--- src/rtl/data_mem_arbiter.sv ---
// Round-robin sharing of the 2048x16 data memory between the CPU (A)
// and the debug dump unit (B), with setup/strobe/hold access sequencing.
module data_mem_arbiter #(
    parameter int ADDR_W = 11,
    parameter int DATA_W = 16
) (
    input  logic              clk,
    input  logic              rst_n,
    input  logic              a_req,
    input  logic              a_we,
    input  logic [ADDR_W-1:0] a_addr,
    input  logic [DATA_W-1:0] a_wdata,
    output logic              a_ack,
    output logic [DATA_W-1:0] a_rdata,
    input  logic              b_req,
    input  logic              b_we,
    input  logic [ADDR_W-1:0] b_addr,
    input  logic [DATA_W-1:0] b_wdata,
    output logic              b_ack,
    output logic [DATA_W-1:0] b_rdata,
    output logic              mem_rd,
    output logic              mem_wr,
    output logic [ADDR_W-1:0] mem_addr,
    output logic [DATA_W-1:0] mem_wdata,
    input  logic [DATA_W-1:0] mem_rdata,
    output logic              busy,
    output logic              owner
);

    typedef enum logic [1:0] {
        IDLE,
        SETUP,
        STROBE,
        DONE
    } state_t;

    state_t state_q;
    state_t state_d;

    logic last_q;
    logic we_q;
    logic grant;
    logic grant_b;
    logic rd_d;
    logic wr_d;
    logic a_ack_d;
    logic b_ack_d;
    logic busy_d;

    // On contention the port that did not win last time gets the grant.
    always_comb begin
        grant   = a_req | b_req;
        grant_b = (a_req & b_req) ? ~last_q : b_req;
    end

    always_ff @(posedge clk or negedge rst_n) begin
        if (!rst_n) begin
            state_q <= IDLE;
        end else begin
            state_q <= state_d;
        end
    end

    always_comb begin
        state_d = state_q;
        unique case (state_q)
            IDLE:    if (grant) state_d = SETUP;
            SETUP:   state_d = STROBE;
            STROBE:  state_d = DONE;
            DONE:    state_d = IDLE;
            default: state_d = IDLE;
        endcase
    end

    // Outputs are decoded from the next state so they leave a flop.
    always_comb begin
        rd_d    = (state_d == STROBE) && !we_q;
        wr_d    = (state_d == STROBE) && we_q;
        a_ack_d = (state_d == DONE) && !owner;
        b_ack_d = (state_d == DONE) && owner;
        busy_d  = (state_d != IDLE);
    end

    always_ff @(posedge clk or negedge rst_n) begin
        if (!rst_n) begin
            mem_rd    <= 1'b0;
            mem_wr    <= 1'b0;
            a_ack     <= 1'b0;
            b_ack     <= 1'b0;
            busy      <= 1'b0;
            owner     <= 1'b0;
            last_q    <= 1'b1;
            we_q      <= 1'b0;
            mem_addr  <= '0;
            mem_wdata <= '0;
            a_rdata   <= '0;
            b_rdata   <= '0;
        end else begin
            mem_rd <= rd_d;
            mem_wr <= wr_d;
            a_ack  <= a_ack_d;
            b_ack  <= b_ack_d;
            busy   <= busy_d;
            if (state_q == IDLE && grant) begin
                owner     <= grant_b;
                last_q    <= grant_b;
                we_q      <= grant_b ? b_we : a_we;
                mem_addr  <= grant_b ? b_addr : a_addr;
                mem_wdata <= grant_b ? b_wdata : a_wdata;
            end
            if (state_q == STROBE && !we_q) begin
                if (owner) begin
                    b_rdata <= mem_rdata;
                end else begin
                    a_rdata <= mem_rdata;
                end
            end
        end
    end

endmodule

--- config.mk ---
export PLATFORM = sky130hd
export DESIGN_NAME = data_mem_arbiter
export DESIGN_NICKNAME = d
export VERILOG_FILES = /design/src/rtl/data_mem_arbiter.sv
export SDC_FILE = /design/constraint.sdc
export NUM_CORES = 1
export LEC_CHECK = 0
export CORE_MARGIN = 1.5
export CORE_UTILIZATION = 36
export DETAILED_ROUTE_END_ITERATION = 8
export GPL_TIMING_DRIVEN = 0
export PLACE_DENSITY = 0.75
export REMOVE_ABC_BUFFERS = 1
export SLEW_MARGIN = 30
export SYNTH_ARGS = -nofsm -noshare
export SYNTH_HDL_FRONTEND = slang
export SYNTH_SLANG_ARGS = --single-unit
--- constraint.sdc ---
create_clock -name clk -period 1.75 [get_ports clk]
set_input_delay 0.35 -clock clk [delete_from_list [all_inputs] [get_ports clk]]
set_output_delay 0.35 -clock clk [all_outputs]
set_load 0.05 [all_outputs]
# Word level (Yosys, flattened, before mapping)
# Index checks and enable logic that the tools add are counted.
# classes
addsub,0
n_mul,0
div,0
n_lt_le_gt_ge,0
eq_ne,5
shift,0
muxes,6
bitwise,4
reduce_logical,12
# ops
cell,n
$mux W16,1
$mux W11,1
$eq A2 B2 Y1 const B,4
$pmux W2 S4,1
$logic_and A1 B1 Y1,6
$reduce_and A2 Y1,2
$eq A2 B1 Y1 const B,1
$logic_not A1 Y1,2
$logic_not A2 Y1,1
$mux W1,2
$mux W2,1
$not A1 Y1,2
$reduce_bool A2 Y1,1
$and A1 B1 Y1,1
$or A1 B1 Y1,1
# totals
reg_bits,69
latch_bits,0
ram_bits,0
mem_bits_ro,0
out_inout_bits,65
wordCells,40
memories,0

# Longest topological paths before layout
# depth
word_depth,5
ltp_mapped,7
depth_no_buf,5

# Worst setup path after synthesis
# Ideal clock, no wire load.
# synth_timing
kind,reg-to-reg
from,register state_q[0]
to,register a_rdata[10]
setup_time_ns,0.125
arrival_ns,1.546
t_required_ns,1.625
setup_slack_ns,0.079
stages_incl_launch_ff,6
period_less_slack_ns,1.671
cell_sequence,dfrtp_1 > inv_1 > ha_1 > nor3b_4 > buf_6 > mux2_2
# synth_via
elab_chain_cells,3
# synth_lines
element,line_no,rtl
start: declaration,37,state_t state_q;
start signal: assignment,60,state_q <= state_d;
$eq A2 B2 Y1,111,if (state_q == STROBE && !we_q) begin
$logic_and A1 B1 Y1,111,
$reduce_and A2 Y1 (no line),n/a,
end signal: assignment,115,a_rdata <= mem_rdata;
end: declaration,14,"output logic [DATA_W-1:0] a_rdata,"
# Every way passes these cells.
# A chain may end at the register's enable or synchronous reset.

# Worst setup path after layout
# layout_timing
from,input b_req
to,register mem_addr[7]
# layout_via
elab_chain_cells,3
elab_cells_between_ends,5
classes_between,2 x mux; 2 x bitwise; 1 x reduce/logical
# layout_lines
element,line_no,rtl
start: declaration,15,"input logic b_req,"
$and A1 B1 Y1,53,grant_b = (a_req & b_req) ? ~last_q : b_req;
$mux W1,53,
$mux W11,108,mem_addr <= grant_b ? b_addr : a_addr;
end signal: assignment,108,
end: declaration,23,"output logic [ADDR_W-1:0] mem_addr,"
# Several ways; a longest one is shown, not always the timed one.

==> results.sh <==
export IMPL_outcome="finished clean"
export IMPL_clock_path_buffers=2
export IMPL_cts_inserted_buffers=9
export IMPL_ir_drop_uv=776
export IMPL_cp_start_kind="primary input"
export IMPL_syn_instance_count=250
export IMPL_p_sw_mw=4.96
export IMPL_synth_cell_types=24
export IMPL_dp_hpwl_mm=5.32
export IMPL_drtAntennaViolNets=0
export IMPL_final_max_slew_violation_count=0
export IMPL_crit_start="b_req"
export IMPL_p_leak_nw=2.01
export IMPL_io_pins=141
export IMPL_overflow=0
export IMPL_cts_tree="built"
export IMPL_area_growth_pct=58.8
export IMPL_required_ps=2010
export IMPL_power_frac_comb_pct=58.8
export IMPL_synth_most_common_cell="dfrtp_1"
export IMPL_ys_top_cells_by_area="dfrtp_1, mux2_2, a21oi_1"
export IMPL_synth_seq_area_share_pct=60.5
export IMPL_design_die_area_um2=8480
export IMPL_grt_pass1_wl_mm=12.4
export IMPL_maxCapViolCount=0
export IMPL_clock_skew_ps=12.0
export IMPL_fin_nets=472
export IMPL_power_density_nw_per_um2=2120
export IMPL_min_path_type="primary input to async pin"
export IMPL_route_detailed_drc=0
export IMPL_p_int_mw=4.68
export IMPL_drt_wl_total_mm=7.49
export IMPL_grt_max_degree=39
export IMPL_clock_latency_ps=340
export IMPL_power_total_mw=9.64
export IMPL_grt_usage_pct=18.8
export IMPL_synthArstFlopShare_pct=100
export IMPL_die_h_um=92.1
export IMPL_cts_root_buffer="clkbuf_8"
export IMPL_grt_pass1_vias=2501
export IMPL_via_count=2362
export IMPL_max_freq_ghz=0.608
export IMPL_hold_slack_ps=497
export IMPL_fin_tns_setup_ps=0
export IMPL_period_needed_ps=1650
export IMPL_post_route_period_util_pct=94.0
export IMPL_final_area_um2=4540
export IMPL_syn_avg_cell_area_um2=11.4
export IMPL_seqPwrFrac_pct=29.2
export IMPL_path_clk_slew_ps=90
export IMPL_synth_commonest_cells="dfrtp_1, a21oi_1, mux2_2"
export IMPL_viasPerCell=4.73
export IMPL_dieWidth_um=92.1
export IMPL_timing_rr_start="state_q[0]"
export IMPL_htree_levels=3
export IMPL_syn_area_um2=2860
export IMPL_cts_sinks=69
export IMPL_final_layout_size_suffix_gt1_share_pct=15.6
export IMPL_crit_path_max_fanout=20
export IMPL_core_area_um2=7690
export IMPL_firstDrtPassIters=4
export IMPL_num_antenna_cells=0
export IMPL_cp_end_kind="flip-flop"
export IMPL_rows=32
export IMPL_p_clk_share_pct=12.0
export IMPL_fillers=664
export IMPL_worst_r2r_cell_count=5
export IMPL_cp_arrival_ps=1910
export IMPL_antenna_found_initial=0
export IMPL_yosys_area_top_type_share_pct=59.6
export IMPL_ys_ff_latch=69
export IMPL_slew_headroom_pct=64.3
export IMPL_place_gp_congestion=0.736
export IMPL_wl_per_cell_um=15.0
export IMPL_synth_edf_count=0
export IMPL_synth_warnings=0
export IMPL_place_area_um2=4400
export IMPL_yosys_area_top_type="dfrtp_1"
export IMPL_io_buffers=140
export IMPL_setup_viol=0
export IMPL_start_util_pct=37.2
export IMPL_hold_violations=0
export IMPL_switching_share_pct=51.5
export IMPL_first_iter_violations=64
export IMPL_synth_top_flop_cell="dfrtp_1"
export IMPL_worst_pin_slew_ps=538
export IMPL_critical_path_class="primary input to flip-flop"
-- registers in the layout, indices dropped and copies added, names as in the netlist, 2 cells and up --
register and flops:
a_rdata 16, b_rdata 16, mem_addr 11, mem_wdata 16, state_q 2
-- per-layer routing --
layer | vias up | share of wire, % | track usage, %
li1 | 1141 | - | -
met1 | 1102 | 45 | 23.4
met2 | 111 | 47 | 30.6
met3 | 8 | 7.6 | 5.31
met4 | 0 | 1.2 | 7.95
met5 | - | 0 | 0
-- power groups by stage --
| stage | clock network, mW | logic, mW | registers (mW) |
|---|---|---|---|
| final | 1.16 | 5.66 | 2.82 |
| after floorplan | 0 | 1.32 | 5.49 |
| after global placement | 0 | 6.02 | 2.83 |
| after detailed placement | 0 | 6.17 | 2.88 |
| after CTS | 1.20 | 5.70 | 2.82 |
| after global routing | 1.28 | 5.97 | 2.94 |
-- cell usage in the layout, fill, tap and decap left out, drive strengths merged --
cell and count:
clkdlybuf4s50 74, dfrtp 68, dlygate4sd2 64, a21oi 58
mux2 32, nor2 29, nand2 28, clkbuf 10
buf 5, clkinvlp 4, ha 4, inv 4
nor2b 2, and2 2, nor3 1, or2 1
nand3b 1, a21bo 1, a21boi 1, o21ai 1
o21a 1, nor3b 1, a22o 1, a31oi 1
dlygate4sd3 1, dfstp 1, clkdlybuf4s15 1
-- final cells by class --
class / count / area, um2 / share of cell area, %
flip-flops and latches: 69 / 1730 / 38.1
repair buffers: 145 / 1430 / 31.4
multi-input cells: 165 / 1070 / 23.7
clock buffers: 10 / 128 / 2.81
well taps: 102 / 128 / 2.81
clock inverters: 6 / 47.5 / 1.05
inverters: 2 / 7.51 / 0.165
-- stage by stage --
step | instances | utilization (%) | setup slack [ps]
2_1_floorplan | 236 | - | -66.4
3_3_place_gp | 478 | 55.9 | -2050
3_5_place_dp | 481 | 57.2 | -300
4_1_cts | 499 | 58.9 | 73.5
5_1_grt | 499 | 59.0 | -3.93
6_report | 499 | 59.0 | 104
-- cell families after synthesis --
| kind of cell | after synthesis | share of synthesized area (%) |
|---|---|---|
| buffers and inverters | 16 | 3.28 |
| adders and majority gates | 4 | 1.75 |
| DFF | 69 | 60.5 |
| and+or+nand+nor | 65 | 10.1 |
| muxes | 32 | 12.6 |
| AOI/OAI and AO/OA | 64 | 11.7 |
-- worst max-delay path: stages --
cell and delay [ps]:
clkdlybuf4s50_1 640, a21boi_4 450, buf_16 210, a21oi_1 80, a21oi_1 170
-- worst paths after layout --
check | end | slack [ps]
min | a_rdata[10] | 500
max reg2reg | a_rdata[2] | 100
min reg2reg | b_rdata[11] | 500
max in group asynchronous | last_q | 640
max | mem_addr[7] | 100
min in group clk | b_rdata[11] | 500
-- what timing repair did --
item / 4_1_cts / 5_1_grt
endpoints found under the hold margin: 31 / 0
endpoints found under the setup margin: 109 / 3
hold buffers: 1 / 0
gates resized for setup: 68 / 2
buffers inserted: 1 / 0
Power figures use the tool's default switching activity.
